`src/rtl/memory_turn_ctrl.sv`:
```
// Turn controller for the memory-pairs game: two picks per turn, match scoring,
// player rotation on mismatch or timeout, and winner/tie detection at game end.
module memory_turn_ctrl #(
  parameter int NUM_PLAYERS = 2,
  parameter int NUM_PAIRS   = 8,
  parameter int VAL_W       = 4,
  parameter int IDX_W       = 8,
  parameter int SCORE_W     = 8,
  parameter int PAIR_W      = 8,
  localparam int PW         = (NUM_PLAYERS < 2) ? 1 : $clog2(NUM_PLAYERS)
) (
  input  logic                           clk,
  input  logic                           rst,
  input  logic                           new_game,
  input  logic                           pick_valid,
  input  logic [IDX_W-1:0]               pick_idx,
  input  logic [VAL_W-1:0]               pick_val,
  input  logic                           time_up,
  output logic                           pick_ready,
  output logic [PW-1:0]                  player,
  output logic [IDX_W-1:0]               sel1_idx,
  output logic [IDX_W-1:0]               sel2_idx,
  output logic                           result_valid,
  output logic                           match,
  output logic                           timeout,
  output logic                           dup_err,
  output logic [NUM_PLAYERS*SCORE_W-1:0] score,
  output logic [PAIR_W-1:0]              pairs_found,
  output logic                           game_over,
  output logic [PW-1:0]                  winner,
  output logic                           tie
);

  localparam logic [1:0] S_FIRST  = 2'd0;
  localparam logic [1:0] S_SECOND = 2'd1;
  localparam logic [1:0] S_EVAL   = 2'd2;
  localparam logic [1:0] S_DONE   = 2'd3;

  localparam logic [PW-1:0]      LAST_PLAYER = PW'(NUM_PLAYERS - 1);
  localparam logic [PAIR_W-1:0]  PAIRS_TOTAL = PAIR_W'(NUM_PAIRS);
  localparam logic [PAIR_W-1:0]  PAIR_ONE    = PAIR_W'(1);
  localparam logic [SCORE_W-1:0] SCORE_ONE   = SCORE_W'(1);

  function automatic logic [PW-1:0] next_player(input logic [PW-1:0] p);
    return (p == LAST_PLAYER) ? '0 : p + PW'(1);
  endfunction

  logic [1:0]         r_state;
  logic               r_armed;
  logic [PW-1:0]      r_player;
  logic [IDX_W-1:0]   r_sel1;
  logic [IDX_W-1:0]   r_sel2;
  logic [VAL_W-1:0]   r_v1;
  logic [VAL_W-1:0]   r_v2;
  logic               r_result_valid;
  logic               r_match;
  logic               r_timeout;
  logic               r_dup;
  logic [SCORE_W-1:0] r_score [NUM_PLAYERS];
  logic [PAIR_W-1:0]  r_pairs;

  // r_armed keeps every output, pick_ready included, at 0 for the cycle after a clear
  always_ff @(posedge clk or negedge rst) begin
    if (!rst) begin
      r_state        <= S_FIRST;
      r_armed        <= 1'b0;
      r_player       <= '0;
      r_sel1         <= '0;
      r_sel2         <= '0;
      r_v1           <= '0;
      r_v2           <= '0;
      r_result_valid <= 1'b0;
      r_match        <= 1'b0;
      r_timeout      <= 1'b0;
      r_dup          <= 1'b0;
      r_pairs        <= '0;
      for (int k = 0; k < NUM_PLAYERS; k++) r_score[k] <= '0;
    end else if (new_game) begin
      r_state        <= S_FIRST;
      r_armed        <= 1'b0;
      r_player       <= '0;
      r_sel1         <= '0;
      r_sel2         <= '0;
      r_v1           <= '0;
      r_v2           <= '0;
      r_result_valid <= 1'b0;
      r_match        <= 1'b0;
      r_timeout      <= 1'b0;
      r_dup          <= 1'b0;
      r_pairs        <= '0;
      for (int k = 0; k < NUM_PLAYERS; k++) r_score[k] <= '0;
    end else begin
      r_armed        <= 1'b1;
      r_result_valid <= 1'b0;
      r_timeout      <= 1'b0;
      r_dup          <= 1'b0;
      case (r_state)
        S_FIRST: begin
          if (r_armed) begin
            if (pick_valid) begin
              r_sel1  <= pick_idx;
              r_v1    <= pick_val;
              r_state <= S_SECOND;
            end else if (time_up) begin
              r_timeout <= 1'b1;
              r_player  <= next_player(r_player);
            end
          end
        end
        S_SECOND: begin
          if (pick_valid) begin
            if (pick_idx == r_sel1) begin
              r_dup <= 1'b1;
            end else begin
              r_sel2  <= pick_idx;
              r_v2    <= pick_val;
              r_state <= S_EVAL;
            end
          end else if (time_up) begin
            r_timeout <= 1'b1;
            r_player  <= next_player(r_player);
            r_state   <= S_FIRST;
          end
        end
        S_EVAL: begin
          r_result_valid <= 1'b1;
          if (r_v1 == r_v2) begin
            r_match           <= 1'b1;
            r_score[r_player] <= r_score[r_player] + SCORE_ONE;
            r_pairs           <= r_pairs + PAIR_ONE;
            r_state           <= (r_pairs + PAIR_ONE == PAIRS_TOTAL) ? S_DONE : S_FIRST;
          end else begin
            r_match  <= 1'b0;
            r_player <= next_player(r_player);
            r_state  <= S_FIRST;
          end
        end
        default: ;
      endcase
    end
  end

  // strict '>' keeps the lowest-index holder of the maximum as winner
  logic [SCORE_W-1:0] w_max;
  logic [PW-1:0]      w_winner;
  logic               w_tie;

  always_comb begin
    w_max    = r_score[0];
    w_winner = '0;
    w_tie    = 1'b0;
    for (int k = 1; k < NUM_PLAYERS; k++) begin
      if (r_score[k] > w_max) begin
        w_max    = r_score[k];
        w_winner = PW'(k);
        w_tie    = 1'b0;
      end else if (r_score[k] == w_max) begin
        w_tie = 1'b1;
      end
    end
  end

  for (genvar g = 0; g < NUM_PLAYERS; g++) begin : g_score
    assign score[g*SCORE_W +: SCORE_W] = r_score[g];
  end

  assign game_over    = (r_state == S_DONE);
  assign pick_ready   = r_armed & ((r_state == S_FIRST) | (r_state == S_SECOND));
  assign player       = r_player;
  assign sel1_idx     = r_sel1;
  assign sel2_idx     = r_sel2;
  assign result_valid = r_result_valid;
  assign match        = r_match;
  assign timeout      = r_timeout;
  assign dup_err      = r_dup;
  assign pairs_found  = r_pairs;
  assign winner       = game_over ? w_winner : '0;
  assign tie          = game_over & w_tie;

endmodule

```
`config.mk`:
```
export PLATFORM = sky130hd
export DESIGN_NAME = memory_turn_ctrl
export DESIGN_NICKNAME = d
export VERILOG_FILES = /design/src/rtl/memory_turn_ctrl.sv
export SDC_FILE = /design/constraint.sdc
export NUM_CORES = 1
export LEC_CHECK = 0
export BUFFER_PORTS_ARGS = -buffer_cell sky130_fd_sc_hd__buf_2
export CAP_MARGIN = 10
export CORE_ASPECT_RATIO = 1.1
export CORE_MARGIN = 2
export CORE_UTILIZATION = 25
export DETAILED_ROUTE_END_ITERATION = 16
export GPL_TIMING_DRIVEN = 0
export PLACE_DENSITY = 0.44
export SETUP_SLACK_MARGIN = 0.05
export SYNTH_ARGS = -nofsm -noshare
export SYNTH_HDL_FRONTEND = slang
export SYNTH_SLANG_ARGS = --single-unit
```
`constraint.sdc`:
```
create_clock -name clk -period 2.2 [get_ports clk]
set_input_delay 0.11 -clock clk [delete_from_list [all_inputs] [get_ports clk]]
set_output_delay 0.11 -clock clk [all_outputs]
set_load 0.02 [all_outputs]
```
==> results.yml <==
synth:
  synth_top_family_by_area: "simple AND/OR/NAND/NOR gates"
  synthAdderAreaFrac_pct: 5.745
  netlist_area_sq_um: 3049
  synth_nets: 347
  yosysUniqueCellTypes: 46
  synth_mux_area_share_pct: 6.483
  synth_edf_count: 0
  synth_xor_area_share_pct: 8.904
  synthSimpleGateAreaFrac_pct: 18.92
  synth_top_area_cell: "dfrtp_1"
  synth_top_area_share_pct: 45.96
  synth-compound-area-share_pct: 8.289
  synth_area_per_cell_sq_um: 9.649
  yosys_warnings: 0
  synth_ff_type: "dfrtp_1"
  synth_cells: 316
  yosysSeqAreaShare_pct: 45.96
  synth_seq_cells: 56
  synthArstFlopShare_pct: 100.0
  ys_top_cells_by_area: "dfrtp_1 46%, ha_1 5.7%, xnor2_1 5.7%"
sta:
  tightest_slew_ps: 770.5
  tns_ps: 0
  fin_crit_sh_pct: 92.79
  fmax_mhz: 489.9
  finalClockSkew_ps: 6.673
  max_slew_margin_pct: 48.63
  final_max_slew_viol_count: 0
  rsz0062_at_grt: "true"
  setup_viol: 0
  layout_min_cycle_time_ps: 2041
  setup_ws_ps: 158.6
  finalHoldViolCount: 0
clock_tree:
  numCtsBuffers: 5
  worst_setup_hold_path_clk_slew_ps: 80
  clock_latency_ps: 290
  post_cts_buffers: 0
  cts-root-buf: "clkbuf_16"
  cts_tree: "done"
  cts_max_level: 2
  cts_sinks: 56
  cts_buffer_depth: 2
cells_and_area:
  area_growth_pct: 23.55
  n_fill_cell: 1294
  multiInputGateArea_sq_um: 1480
  drive_above_1_share_pct: 24.36
  finalNonFillerCells: 544
  register_area_sq_um: 1403
  utilization_pct: 31.44
  nets: 420
  diodes: 0
min_path:
  hold_class: "primary input to register"
  whs_path_depth: 2
  hold_end: "timeout"
  worstHoldStart: "pick_valid"
setup_path:
  rr_startpoint: "r_state[0]"
  reg2regPathDepth: 7
  critPathRequiredTime_ps: 2370
  endpoint_kind: "register"
  startpoint_type: "register"
  path_class: "register to register"
  r2r_end: "score[14]"
  crit_fanout: 10
  cp.arrival_ps: 2210
  rrSetupSlack_ps: 160
grt:
  grt_max_degree: 31
  antenna_found_initial: 0
  grt_pass1_wl_mm: 12.84
  grtUsageTotal_pct: 12.66
  grt-ovfl-total: 0
  grt_pass1_vias: 2487
place:
  dp_slack_ps: 125.2
  io_buffers: 64
  placed_cells: 535
  place_hpwl_mm: 5.989
  routabilityCongestion: 0.7796
power_and_ir_drop:
  cellPowerDensity_nw_per_um2: 729.9
  finalPower_w: 0.002750
  vdd_drop_max_uv: 316.3
  p_leak_nw: 1.796
drt:
  routedWlPerCell_um: 14.72
  drtPass1Iterations: 4
  avgViaCountPerCell: 4.513
  finalWirelength_mm: 8.006
  dr.first_iter.drc_count: 101
  drt_drc_violations_left: 0
  ant_nets: 0
  via_count: 2455
die:
  core_area_sq_um: 11980
  rows: 42
  start_util_pct: 25.45
  die_h_um: 119.8
  ios: 66
  dieArea_sq_um: 13100
  die_w_um: 109.3
status:
  status: "finished, final reports clean"
job:
  cap_viol_max_count: 0
worst max path at each step:
| stage | start | to | slack (ps) |
|---|---|---|---|
| after floorplan | pairs_found[0] | r_state[1] | 300 |
| after global placement | pairs_found[0] | r_state[1] | 140 |
| after detailed placement | sel1_idx[5] | sel2_idx[0] | 130 |
| after CTS | sel1_idx[0] | sel2_idx[1] | 110 |
| after global routing | sel1_idx[0] | sel2_idx[1] | 30 |
| final | r_state[0] | score[14] | 160 |
sequential cells by signal (all words and copies together), names as in the netlist:
register      flops
r_state           2
player            1
r_v1              4
r_v2              4
r_armed           1
dup_err           1
timeout           1
sel1_idx          8
result_valid      1
score            16
sel2_idx          8
match             1
pairs_found       8
Yosys cell counts, drive strengths merged (7+ instances only):
master and count:
nand2 37, xnor2 20, dfrtp 56, nor4 10, nor2 27, xor2 11
a21oi 8, o21ai 19, inv 27, clkbuf 7, nand3 13, ha 14
mux2i 13
worst max-delay path, stage by stage, from the launching register on:
cell	delay (ps)
dfrtp_1	410
inv_1	110
ha_1	260
nand2_1	250
buf_2	270
nor4_1	390
xnor2_1	170
nor2_1	50
cell families (layout without fill, tap and decap cells):
| logic type | after synthesis | count (layout) |
|---|---|---|
| XOR/XNOR | 31 | 31 |
| adder cells (fa/ha/maj) | 14 | 14 |
| AO/OA/AOI/OAI | 40 | 40 |
| AND/OR/NAND/NOR | 116 | 116 |
| multiplexers | 19 | 19 |
| buffers and inverters | 40 | 114 |
| flip-flops | 56 | 56 |
metal layers:
layer | vias up | share of wire, % | GRT usage, %
met4 | 0 | 0.96 | 3.323
met1 | 1179 | 46 | 16.87
li1 | 1209 | - | -
met5 | - | 0 | 0
met3 | 6 | 4.3 | 2.010
met2 | 61 | 49 | 21.23
through the flow:
| step | hold WS (ps) | cell area, sq um |
|---|---|---|
| global route | 37.78 | 3767 |
| detailed placement | 232.6 | 3582 |
| global placement | 357.2 | 3562 |
| floorplan | -185.6 | 3049 |
| finish | 42.55 | 3767 |
| CTS | 45.58 | 3760 |
final cells by class:
class,instances,area share [%]
Buffer,13,1.926
Sequential cell,56,37.23
Tap cell,154,5.115
Inverter,27,2.690
Clock buffer,5,3.321
Clock inverter,3,1.129
Timing Repair Buffer,66,9.299
Multi-Input combinational cell,220,39.29
placed cells by master (no fill, tap or decap), types with 2 or more instances in the layout:
cell,count
a211oi_1,2
a21oi_1,7
a31oi_1,2
and2_1,3
and3_2,3
and3b_2,2
buf_1,2
buf_2,66
clkbuf_1,6
clkbuf_16,5
dfrtp_1,55
ha_1,14
inv_1,27
mux2_2,6
mux2i_1,13
nand2_1,37
nand3_1,12
nand4_1,3
nor2_1,26
nor2b_1,4
nor3_1,6
nor4_1,10
o21ai_0,18
xnor2_1,20
xor2_1,11
power by group:
| part | internal, W | switching, W |
|---|---|---|
| registers | 0.00111 | 0.0000667 |
| clock network | 0.000536 | 0.000388 |
| logic | 0.000241 | 0.000406 |
timing repair:
item,4_1_cts,5_1_grt
setup endpoints to repair,0,13
gates resized for setup,0,3
endpoints found under the hold margin,29,0
hold buffers,1,0
(Power assumes the default switching activity.)
